===== src/rtl/wav_receiver.sv =====
// wav_receiver: sink end of the wav_interface stream.
// Accepts DW-bit beats over valid/ready, checks them against an incrementing
// reference, flags handshake-rule violations and counts accepted beats.
// Control follows the ctl_run / sts_end convention shared with the source.
module wav_receiver #(
    parameter int          DW      = 8,
    parameter int          CW      = 16,
    parameter logic [3:0]  RDY_PAT = 4'b1111
) (
    input  logic          clk_i,
    input  logic          rst_i,
    input  logic          ctl_run_i,
    input  logic          rx_vld_i,
    input  logic [DW-1:0] rx_dat_i,
    input  logic          rx_lst_i,
    output logic          rx_rdy_o,
    output logic          sts_end_o,
    output logic [1:0]    sts_err_o,
    output logic [CW-1:0] sts_cnt_o
);

    typedef enum logic [1:0] {
        S_IDLE = 2'd0,
        S_RUN  = 2'd1,
        S_DONE = 2'd2
    } state_t;

    state_t        state_q;
    logic [1:0]    ptr_q;
    logic [DW-1:0] exp_q;
    logic [CW-1:0] cnt_q;
    logic [1:0]    err_q;
    logic          end_q;

    // Snapshot of a stalled beat (valid seen while not ready) for the
    // hold-stable protocol check on the following cycle.
    logic          hold_q;
    logic [DW-1:0] hold_dat_q;
    logic          hold_lst_q;

    logic xfer;
    logic hold_broken;

    // Ready depends only on registered state and pointer, never on inputs.
    assign rx_rdy_o = (state_q == S_RUN) && RDY_PAT[ptr_q];

    // Transfer and protocol-check qualifiers for the current cycle.
    always_comb begin
        xfer        = 1'b0;
        hold_broken = 1'b0;
        if (state_q == S_RUN) begin
            xfer        = rx_vld_i && rx_rdy_o;
            hold_broken = hold_q && (!rx_vld_i
                                     || (rx_dat_i != hold_dat_q)
                                     || (rx_lst_i != hold_lst_q));
        end
    end

    // Control FSM with all status registers.
    always_ff @(posedge clk_i) begin
        if (rst_i) begin
            state_q    <= S_IDLE;
            ptr_q      <= 2'd0;
            exp_q      <= '0;
            cnt_q      <= '0;
            err_q      <= 2'b00;
            end_q      <= 1'b0;
            hold_q     <= 1'b0;
            hold_dat_q <= '0;
            hold_lst_q <= 1'b0;
        end else begin
            case (state_q)
                S_IDLE: begin
                    hold_q <= 1'b0;
                    // Previous run's status stays visible until the next start.
                    if (ctl_run_i) begin
                        state_q <= S_RUN;
                        ptr_q   <= 2'd0;
                        exp_q   <= '0;
                        cnt_q   <= '0;
                        err_q   <= 2'b00;
                        end_q   <= 1'b0;
                    end
                end

                S_RUN: begin
                    ptr_q <= ptr_q + 2'd1;

                    // Remember a stalled beat; anything else releases the check.
                    hold_q     <= rx_vld_i && !rx_rdy_o;
                    hold_dat_q <= rx_dat_i;
                    hold_lst_q <= rx_lst_i;

                    if (hold_broken)
                        err_q[1] <= 1'b1;

                    if (xfer) begin
                        if (rx_dat_i != exp_q)
                            err_q[0] <= 1'b1;
                        // Resynchronise on the received value so a single bad
                        // beat flags once instead of poisoning the rest.
                        exp_q <= rx_dat_i + DW'(1);
                        if (cnt_q != {CW{1'b1}})
                            cnt_q <= cnt_q + CW'(1);
                    end

                    // Abort still lets a same-cycle beat be accepted above.
                    if ((xfer && rx_lst_i) || !ctl_run_i) begin
                        state_q <= S_DONE;
                        end_q   <= 1'b1;
                    end
                end

                S_DONE: begin
                    hold_q <= 1'b0;
                    // No auto-restart: run must drop before a new start.
                    if (!ctl_run_i)
                        state_q <= S_IDLE;
                end

                default: begin
                    state_q <= S_IDLE;
                    hold_q  <= 1'b0;
                end
            endcase
        end
    end

    assign sts_end_o = end_q;
    assign sts_err_o = err_q;
    assign sts_cnt_o = cnt_q;

endmodule


===== config.mk =====
export PLATFORM = sky130hd
export DESIGN_NAME = wav_receiver
export DESIGN_NICKNAME = d
export VERILOG_FILES = /design/src/rtl/wav_receiver.sv
export SDC_FILE = /design/constraint.sdc
export NUM_CORES = 1
export LEC_CHECK = 0
export CAP_MARGIN = 20
export CORE_UTILIZATION = 58
export CTS_CLUSTER_DIAMETER = 150
export CTS_CLUSTER_SIZE = 25
export DETAILED_ROUTE_END_ITERATION = 8
export PLACE_DENSITY = 0.9
export SLEW_MARGIN = 40
export SYNTH_ARGS = -nofsm -noshare
export SYNTH_HDL_FRONTEND = slang
export SYNTH_SLANG_ARGS = --single-unit

===== constraint.sdc =====
create_clock -name clk_i -period 3.3 [get_ports clk_i]
set_clock_uncertainty 0.2 [all_clocks]
set_input_delay 0.495 -clock clk_i [delete_from_list [all_inputs] [get_ports clk_i]]
set_output_delay 0.495 -clock clk_i [all_outputs]
set_load 0.01 [all_outputs]

==> reports/summary.txt <==
====================================================================================
Number of enable flip-flop cells after synthesis                                   0
PortBufs                                                                          32
Final HPWL from detailed placement                                           3.38 mm
Clock Root Buffer                                                       sky130_fd_sc_hd__clkbuf_8
Hold depth                                                                         2
Initial core utilization                                                       62.1%
R2R depth                                                                          5
Portion of total power attributed to combinational logic                       12.6%
Vias after detailed routing                                                     1953
Maximum buffer depth of the clock tree                                             2
Shortest period the worst path allows                                        2720 ps
Endpoint, Worst Hold                                                    hold_dat_q[0]
Path class of the lowest-slack min-delay path                           register to register
Number of diodes added for antenna fixing                                          0
Synthesis-to-finish area growth                                                19.5%
Ratio of cells with drive above 1 in the final layout                          7.83%
Chip Height                                                                  62.7 um
Post-CTS setup buffers                                                             0
Total negative slack for setup checks                                           0 ps
First-pass GRT wire length                                                   8.40 mm
Post-cts resize count                                                              0
Number of buffers inserted during clock tree synthesis                             5
Proportion of synthesized flip-flops having asynchronous set or reset             0%
Reg clk slew, reported paths                                                   80 ps
Endpoint required time on the critical path                                  2600 ps
Netlist cell types                                                                51
Horizontal die dimension                                                     62.7 um
Number of clock sinks seen by CTS                                                 39
Remaining design rule violation count                                              0
Number of top-level pins                                                          33
Number of nets in the layout                                                     295
Largest net degree at the start of global routing                                 25
P_leak                                                                      0.920 nW
Most used cells in the layout excluding fill and tap cells              sky130_fd_sc_hd__nand2_1 (42), sky130_fd_sc_hd__dfxtp_1 (39), sky130_fd_sc_hd__clkdlybuf4s50_1 (32)
Post-route worst hold slack                                                   270 ps
Seq/Total Area, Yosys                                                          36.6%
Drt initial violations                                                           206
Total standard cell area after synthesis                                   2140 um^2
Switching power                                                               248 uW
Routed wire length                                                           4.98 mm
Count of endpoints failing hold in the final timing report                         0
CP Launch Point                                                           state_q[1]
Actual transition at the worst max-transition pin                             816 ps
Initial antenna violation count                                                    0
Areal power density over the cells                                       382 nW/um^2
Endpoint kind of the worst setup timing path                              output pin
Count of yosys warnings during synthesis                                           0
Setup repair after global routing missed its margin                            false
Run status                                                              finished, final reports clean
Startpoint types                                                            register
Pre-CTS WS                                                                    545 ps
Hold Path Origin                                                        hold_dat_q[0]
Power share of the clock group                                                 36.8%
Post-synthesis register bit count                                                 39
Synthesized instance count                                                       254
Synth Area per Inst                                                        8.41 um^2
Worst endpoint data arrival time                                             2030 ps
Worst setup margin                                                            577 ps
Max Slew Vio Count                                                                 0
Most common cell after layout, fill and taps aside                      sky130_fd_sc_hd__nand2_1
Detailed-route vias per instance                                                5.97
Critical path class                                                     register to output pin
CTS H-tree lvls                                                                    2
Fill cell count                                                                  259
Clock network latency to the later pin of the worst-skew pair                 290 ps
Register-to-register path setup slack                                        1150 ps
Total Die Area                                                             3930 um^2
TritonCTS clock tree                                                            done
Total of hold buffers inserted after clock tree synthesis                          0
Post-route clock period utilization                                            82.5%
Final standard cell utilization of the core                                    74.2%
Final GP Congestion                                                            0.807
Post-DR wirelength/cell                                                      15.2 um
Number of setup violations in the final report                                     0
Main flop type after synthesis                                          sky130_fd_sc_hd__dfxtp_1
Global route total overflow                                                        0
Pre-Repair DR Iteration Count                                                      4
Largest driver fanout on the critical path                                        13
Peak VDD IR                                                                   308 uV
R2R Path End                                                            sts_cnt_o[4]
Maximum capacitance violations                                                     0
Internal power                                                                726 uW
Global router's overall resource usage                                         27.1%
Placeable core region                                                      3440 um^2
Antenna viol nets, final                                                           0
Highest clock rate                                                           367 MHz
Sw Share                                                                       25.5%
Via count of the first global-routing pass                                      1679
Total nets after synthesis                                                       269
Share of power burned in registers                                             50.7%
Reg-to-Reg Start                                                          state_q[1]
Cell Rows                                                                         21
Max-slew headroom at the worst pin                                             45.5%
====================================================================================
==> cell type report <==
cell class                 count  area (um^2)  share of cell area (%)
clock buffer                   7         96.3                    3.77
clock inverter                 1         7.51                   0.294
inverter                       7         26.3                    1.03
multi-input combinational    192         1240                    48.6
sequential                    39          781                    30.6
tap                           46         57.6                    2.25
timing repair buffer          35          343                    13.4
==> through the flow <==
step / cells / instance area, um^2 / power, mW
floorplan: 254 / 2140 / 0.581
global placement: 319 / 2450 / 0.620
detailed placement: 319 / 2450 / 0.624
CTS: 327 / 2550 / 0.978
global route: 327 / 2550 / 1.02
finish: 327 / 2550 / 0.974
==> per-layer routing <==
layer  track usage (%)  part of all wire, %
met1              38.3                   46
met2              41.0                   48
met3              4.74                  5.0
met4              9.59                  1.7
met5                 0                    0
==> worst max-delay path, cell delays in order (launching register included) <==
cell and delay (ps):
sky130_fd_sc_hd__dfxtp_1 420, sky130_fd_sc_hd__nand2b_1 200, sky130_fd_sc_hd__buf_4 190, sky130_fd_sc_hd__inv_1 310
sky130_fd_sc_hd__clkdlybuf4s50_1 620
==> registers in the layout, indices dropped and copies added, names as in the netlist <==
register,count
sts_end_o,1
exp_q,8
state_q,2
hold_q,1
hold_dat_q,8
hold_lst_q,1
sts_err_o,2
sts_cnt_o,16
==> power by group through the flow <==
stage | clock [mW] | sequential, mW | combinational (mW)
detailed placement | 0 | 0.504 | 0.119
global placement | 0 | 0.504 | 0.116
finish | 0.358 | 0.494 | 0.122
global route | 0.387 | 0.495 | 0.135
floorplan | 0 | 0.502 | 0.0797
CTS | 0.363 | 0.494 | 0.122
==> Yosys cell counts, types with 2 or more instances <==
master / n / area [um^2]
sky130_fd_sc_hd__o21ai_0: 4 / 20.0
sky130_fd_sc_hd__nand3_1: 10 / 50.1
sky130_fd_sc_hd__a41oi_1: 2 / 17.5
sky130_fd_sc_hd__xnor2_1: 4 / 35.0
sky130_fd_sc_hd__o31ai_1: 3 / 22.5
sky130_fd_sc_hd__xor2_1: 17 / 149
sky130_fd_sc_hd__nand4_2: 2 / 25.0
sky130_fd_sc_hd__mux2i_1: 10 / 100
sky130_fd_sc_hd__nor3b_1: 2 / 15.0
sky130_fd_sc_hd__nor2_1: 10 / 37.5
sky130_fd_sc_hd__and4_2: 2 / 20.0
sky130_fd_sc_hd__o21a_1: 4 / 30.0
sky130_fd_sc_hd__nand3b_1: 3 / 22.5
sky130_fd_sc_hd__a211oi_1: 2 / 15.0
sky130_fd_sc_hd__or3_1: 9 / 56.3
sky130_fd_sc_hd__a21oi_1: 20 / 100
sky130_fd_sc_hd__dfxtp_1: 39 / 781
sky130_fd_sc_hd__ha_1: 2 / 25.0
sky130_fd_sc_hd__a22oi_1: 2 / 15.0
sky130_fd_sc_hd__a31oi_1: 4 / 25.0
sky130_fd_sc_hd__o32ai_1: 2 / 17.5
sky130_fd_sc_hd__nand2_1: 42 / 158
sky130_fd_sc_hd__clkbuf_1: 11 / 41.3
sky130_fd_sc_hd__buf_6: 2 / 22.5
sky130_fd_sc_hd__inv_1: 7 / 26.3
sky130_fd_sc_hd__or4_1: 2 / 15.0
sky130_fd_sc_hd__nor4_1: 8 / 50.1
sky130_fd_sc_hd__nor3_1: 6 / 30.0
==> worst max path at each step <==
stage                     slack, ps  cells after the start             to
final                           580                      4       rx_rdy_o
after global routing            440                      4       rx_rdy_o
after CTS                       590                      4       rx_rdy_o
after detailed placement        540                      6   sts_cnt_o[2]
after global placement          670                      6   sts_cnt_o[2]
after floorplan                1450                      5  sts_cnt_o[14]
==> kinds of logic (layout without fill, tap and decap cells) <==
| kind of cell | after synthesis | count (layout) | share of synthesized area, % |
|---|---|---|---|
| and+or+nand+nor | 110 | 110 | 28.9 |
| xor gates and xnor gates | 21 | 21 | 8.61 |
| DFF | 39 | 39 | 36.6 |
| adders and majority gates | 2 | 2 | 1.17 |
| AOI/OAI and AO/OA | 47 | 47 | 13.8 |
| other | 1 | 1 | 0.176 |
| muxes | 11 | 11 | 5.39 |
| buffers and inverters | 23 | 50 | 5.33 |
Note: power is estimated with default switching activity, not from simulation.
